File: src/rtl/gdma_pkt_pkg.sv
// Shared types and word-format constants for the gdma packet link arbiter.
package gdma_pkt_pkg;

  typedef enum logic [1:0] {
    IDLE     = 2'd0,
    CHIP_POS = 2'd1,
    WORD_LEN = 2'd2,
    DATA     = 2'd3
  } pkt_state_e;

  localparam int LEN_MSB = 30;
  localparam int WORD_W  = 32;

endpackage

File: src/rtl/gdma_rr_arbiter.sv
// Rotate-priority request picker: first requester scanning upward from last_grant+1.
module gdma_rr_arbiter #(
  parameter int NUM_SRC = 4,
  parameter int SRC_W   = $clog2(NUM_SRC)
) (
  input  logic [NUM_SRC-1:0] req,
  input  logic [SRC_W-1:0]   last_grant,
  output logic               any_req,
  output logic [SRC_W-1:0]   next_grant
);

  localparam int unsigned N = NUM_SRC;

  int unsigned idx;

  always_comb begin
    any_req    = 1'b0;
    next_grant = last_grant;
    idx        = 0;
    for (int unsigned k = 1; k <= N; k++) begin
      idx = 32'(last_grant) + k;
      if (idx >= N) idx = idx - N;
      if (!any_req && req[idx[SRC_W-1:0]]) begin
        any_req    = 1'b1;
        next_grant = idx[SRC_W-1:0];
      end
    end
  end

endmodule

File: src/rtl/gdma_pkt_arbiter.sv
// Packet-granular round-robin sharing of the 32-bit gdma-to-GTP stream link.
module gdma_pkt_arbiter
  import gdma_pkt_pkg::*;
#(
  parameter int NUM_SRC = 4,
  parameter int SRC_W   = $clog2(NUM_SRC)
) (
  input  logic                      clk,
  input  logic                      rst,
  input  logic                      op_start,
  input  logic [NUM_SRC-1:0]        s_tvalid,
  output logic [NUM_SRC-1:0]        s_tready,
  input  logic [NUM_SRC*WORD_W-1:0] s_tdata,
  output logic                      m_tvalid,
  input  logic                      m_tready,
  output logic [WORD_W-1:0]         m_tdata,
  output logic [SRC_W-1:0]          grant_id,
  output logic                      busy,
  output logic                      pkt_done
);

  pkt_state_e        state_q, state_d;
  logic [LEN_MSB:0]  cnt_q, cnt_d;
  logic [SRC_W-1:0]  grant_q, grant_d;
  logic [SRC_W-1:0]  last_q, last_d;
  logic              done_d;
  logic              any_req;
  logic [SRC_W-1:0]  next_grant;
  logic              owned;
  logic              xfer;
  logic [WORD_W-1:0] src_data [NUM_SRC];

  always_comb begin
    for (int unsigned i = 0; i < NUM_SRC; i++) begin
      src_data[i] = s_tdata[WORD_W*i +: WORD_W];
    end
  end

  gdma_rr_arbiter #(
    .NUM_SRC (NUM_SRC),
    .SRC_W   (SRC_W)
  ) u_rr (
    .req        (s_tvalid),
    .last_grant (last_q),
    .any_req    (any_req),
    .next_grant (next_grant)
  );

  // op_start gates the pass-through in its own cycle so nothing leaks from a truncated packet
  always_comb begin
    owned    = (state_q != IDLE) && !op_start;
    m_tvalid = owned && s_tvalid[grant_q];
    m_tdata  = src_data[grant_q];
    s_tready = '0;
    if (owned) s_tready[grant_q] = m_tready;
    xfer     = m_tvalid && m_tready;
    busy     = (state_q != IDLE);
    grant_id = grant_q;
  end

  always_comb begin
    state_d = state_q;
    cnt_d   = cnt_q;
    grant_d = grant_q;
    last_d  = last_q;
    done_d  = 1'b0;
    if (op_start) begin
      state_d = IDLE;
      cnt_d   = '0;
      last_d  = SRC_W'(NUM_SRC - 1);
    end else begin
      unique case (state_q)
        IDLE: begin
          if (any_req) begin
            grant_d = next_grant;
            last_d  = next_grant;
            state_d = CHIP_POS;
          end
        end
        CHIP_POS: if (xfer) state_d = WORD_LEN;
        WORD_LEN: begin
          if (xfer) begin
            cnt_d   = m_tdata[LEN_MSB:0];
            state_d = DATA;
          end
        end
        DATA: begin
          if (xfer) begin
            if (cnt_q == '0) begin
              state_d = IDLE;
              done_d  = 1'b1;
            end else begin
              cnt_d = cnt_q - 1'b1;
            end
          end
        end
        default: state_d = IDLE;
      endcase
    end
  end

  always_ff @(posedge clk or posedge rst) begin
    if (rst) begin
      state_q  <= IDLE;
      cnt_q    <= '0;
      grant_q  <= '0;
      last_q   <= SRC_W'(NUM_SRC - 1);
      pkt_done <= 1'b0;
    end else begin
      state_q  <= state_d;
      cnt_q    <= cnt_d;
      grant_q  <= grant_d;
      last_q   <= last_d;
      pkt_done <= done_d;
    end
  end

endmodule

File: config.mk
export PLATFORM = sky130hd
export DESIGN_NAME = gdma_pkt_arbiter
export DESIGN_NICKNAME = d
export VERILOG_FILES = /design/src/rtl/gdma_pkt_pkg.sv /design/src/rtl/gdma_rr_arbiter.sv /design/src/rtl/gdma_pkt_arbiter.sv
export SDC_FILE = /design/constraint.sdc
export NUM_CORES = 1
export LEC_CHECK = 0
export CELL_PAD_IN_SITES_DETAIL_PLACEMENT = 1
export CELL_PAD_IN_SITES_GLOBAL_PLACEMENT = 1
export CORE_MARGIN = 2
export CORE_UTILIZATION = 32
export CTS_BUF_LIST = sky130_fd_sc_hd__clkbuf_16
export DETAILED_ROUTE_END_ITERATION = 12
export HOLD_SLACK_MARGIN = 0.05
export PLACE_DENSITY_LB_ADDON = 0.3
export SLEW_MARGIN = 20
export SYNTH_ARGS = -nofsm -noshare
export SYNTH_HDL_FRONTEND = slang
export SYNTH_SLANG_ARGS = --single-unit
File: constraint.sdc
create_clock -name clk -period 7.7 [get_ports clk]
set_clock_uncertainty 0.1 [all_clocks]
set_input_delay 1.155 -clock clk [delete_from_list [all_inputs] [get_ports clk]]
set_output_delay 1.155 -clock clk [all_outputs]
set_load 0.01 [all_outputs]
==> flow_summary.yaml <==
setup_path:
  critPathArrivalTime_ns: 3.70
  timing.critical_path.buf_inv: 2
  startpoint_type: "primary input"
  required_ns: 6.44
  worstSetupEndpointType: "output pin"
  critical_path_class: "primary input to output pin"
  slowest_stage: "nor3b_1"
  path_cells: "clkdlybuf4s50_1 > nor3b_1 > nor3b_1 > clkdlybuf4s50_1"
  crit_fanout: 20
  critPathTopFamily: "buffers and inverters"
  slowest_delay_ns: 0.88
placed_design:
  place.port_buffers: 176
  pre_cts_ws_ns: 2.72
  dp_hpwl_mm: 9.82
  place_congestion: 0.890
power:
  power_w: 0.00155
  p_leak_nw: 2.30
  power.density_nw_per_um2: 280
  vdd.ir_drop.worst_uv: 148
logic_synthesis:
  syn_area_per_cell_sq_um: 9.91
  synth_compound_area_share_pct: 22.6
  synth_top_flop_cell: "dfrtp_1"
  ys_types: 64
  synth_fa_ha_area_share_pct: 1.78
  muxShareOfSynthArea_pct: 22.7
  yosysWarnings: 0
  synth_fp_nets: 495
  async_reset_ff_share_pct: 100
  synth_xor_area_share_pct: 0
  yosysSeqAreaShare_pct: 27.2
  syn_area_sq_um: 3510
  synth_cells: 354
  synth_top_family_by_area: "multiplexers"
  synth_enable_flop_cells: 0
  synth-simple-area-share_pct: 19.9
  synth_seq_cells: 38
timing:
  setup_violations: 0
  max_freq_ghz: 0.202
  period_share_pct: 64.4
  finalHoldViolCount: 0
  report.final.slew_viol_count: 0
  fin_crit_ns: 4.96
  relSlewSlack_pct: 41.2
  holdWs_ns: 0.427
  rsz0062_at_grt: "false"
  fin_ws_ns: 2.74
  setup_tns_ns: 0
  tightest_slew_ns: 0.882
finish:
  layout_commonest_cell: "clkdlybuf4s50_1"
  n_antenna_cell: 0
  layout.nets: 652
  fin_util_pct: 51.4
  drive_gt1_share_pct: 12.3
  fillers: 1216
  final_cell_mix: "clkdlybuf4s50_1, dfrtp_1, mux4_2"
  multi_input_area_sq_um: 2350
  syn2layout_area_growth_pct: 57.6
  register_area_sq_um: 956
die:
  rows: 38
  die_w_um: 109
  io_pins: 177
  core_sq_um: 10700
  floorplan.initialDensity_pct: 32.6
  die_y_um: 109
  dieArea_sq_um: 11800
flow_run:
  maxCapViolCount: 0
clock_tree:
  cts.clk_slew.worst_paths_ns: 0.06
  hold_buffers: 0
  tritoncts: "yes"
  post_cts_resized: 0
  postCtsSetupBuffers: 0
  cts_buffer_depth: 2
  cts_buffers: 5
  worstSkewPairLatency_ns: 0.29
  cts.sinks: 38
  cts_max_level: 2
  clock-root-buffer: "clkbuf_16"
min_path:
  worstHoldPathType: "flip-flop to flip-flop"
global_route:
  grt_pass1_wl_mm: 20.7
  grt_use_met2_pct: 38.6
  grt_pass1_vias: 4114
  grt-ovfl-total: 0
  grtUsageMet3_pct: 4.12
  grt_max_degree: 40
  grtUsageTotal_pct: 22.2
  use_met1_pct: 29.1
  antenna_found_initial: 0
  top_usage_layer: "met2"
detailed_routing:
  drtIter0Drc: 211
  drcViolationCount: 0
  num_vias: 3845
  dr.pass1.iters: 4
  post_drt_wl_per_cell_um: 19.9
  ant_nets: 0
  wl_mm: 13.0
  via_per_inst: 5.90
status:
  status: "complete, no violations"
==> through the flow <==
| stage | instance area, sq um | instances |
|---|---|---|
| final | 5530 | 652 |
| after global routing | 5530 | 652 |
| after CTS | 5520 | 652 |
| after floorplan | 3510 | 354 |
| after detailed placement | 5330 | 644 |
| after global placement | 5330 | 644 |
==> routing by layer <==
layer / routed length [um] / vias up
met3: 774 / 9
met1: 5470 / 1949
met5: 0 / -
li1: - / 1737
met2: 6650 / 150
met4: 108 / 0
==> state kept, by name, indices dropped and copies added, names as in the netlist <==
register / count
grant_id: 2
pkt_done: 1
last_q: 2
state_q: 2
cnt_q: 31
==> final timing paths <==
check,depth (start not counted),endpoint,startpoint,slack (ns)
min in group asynchronous,3,cnt_q[22]$_DFFE_PP0P_,rst,1.21
max reg2reg,7,cnt_q[25]$_DFFE_PP0P_,state_q[0]$_DFFE_PP0P_,4.51
max,4,s_tready[0],op_start,2.74
max in group asynchronous,3,grant_id[1]$_DFFE_PP0P_,rst,5.90
min reg2reg,1,cnt_q[16]$_DFFE_PP0P_,cnt_q[16]$_DFFE_PP0P_,0.43
min,1,cnt_q[16]$_DFFE_PP0P_,cnt_q[16]$_DFFE_PP0P_,0.43
==> synth_stat cells, types with 5 or more instances <==
| master | instances | share of area, % |
|---|---|---|
| nand2_1 | 30 | 3.2 |
| dfrtp_1 | 36 | 26 |
| nand4_1 | 7 | 1.2 |
| a21oi_1 | 23 | 3.3 |
| ha_1 | 5 | 1.8 |
| and3_1 | 7 | 1.2 |
| buf_2 | 8 | 1.1 |
| nor2_1 | 21 | 2.2 |
| clkbuf_1 | 17 | 1.8 |
| or4_1 | 6 | 1.3 |
| o2bb2ai_1 | 14 | 3.5 |
| o22ai_1 | 17 | 3.0 |
| a221o_1 | 5 | 1.4 |
| inv_1 | 16 | 1.7 |
| mux4_2 | 33 | 21 |
| nor3_1 | 12 | 1.7 |
| nand3_1 | 6 | 0.86 |
| nor4_1 | 11 | 2.0 |
==> area by class of cell <==
type | count | area share (%)
flip-flops and latches | 38 | 17.3
clock inverters | 3 | 1.15
well taps | 140 | 3.17
clock buffers | 5 | 2.26
multi-input cells | 270 | 42.6
repair buffers | 180 | 32.4
inverters | 16 | 1.09
==> cells by family after synthesis <==
group	count (synthesis)
AND/OR/NAND/NOR	121
AO/OA/AOI/OAI	106
buffers and inverters	46
multiplexers	38
flip-flops	38
adder cells (fa/ha/maj)	5
==> power breakdown <==
| group | leakage, nW | switching [W] | total (W) | internal (W) |
|---|---|---|---|---|
| Sequential | 0.515 | 0.0000611 | 0.000287 | 0.000226 |
| Combinational | 1.70 | 0.000466 | 0.000988 | 0.000522 |
| Clock | 0.0915 | 0.0000870 | 0.000272 | 0.000185 |
| Total | 2.30 | 0.000614 | 0.00155 | 0.000933 |
No activity file was read; power rests on OpenSTA's default activity.
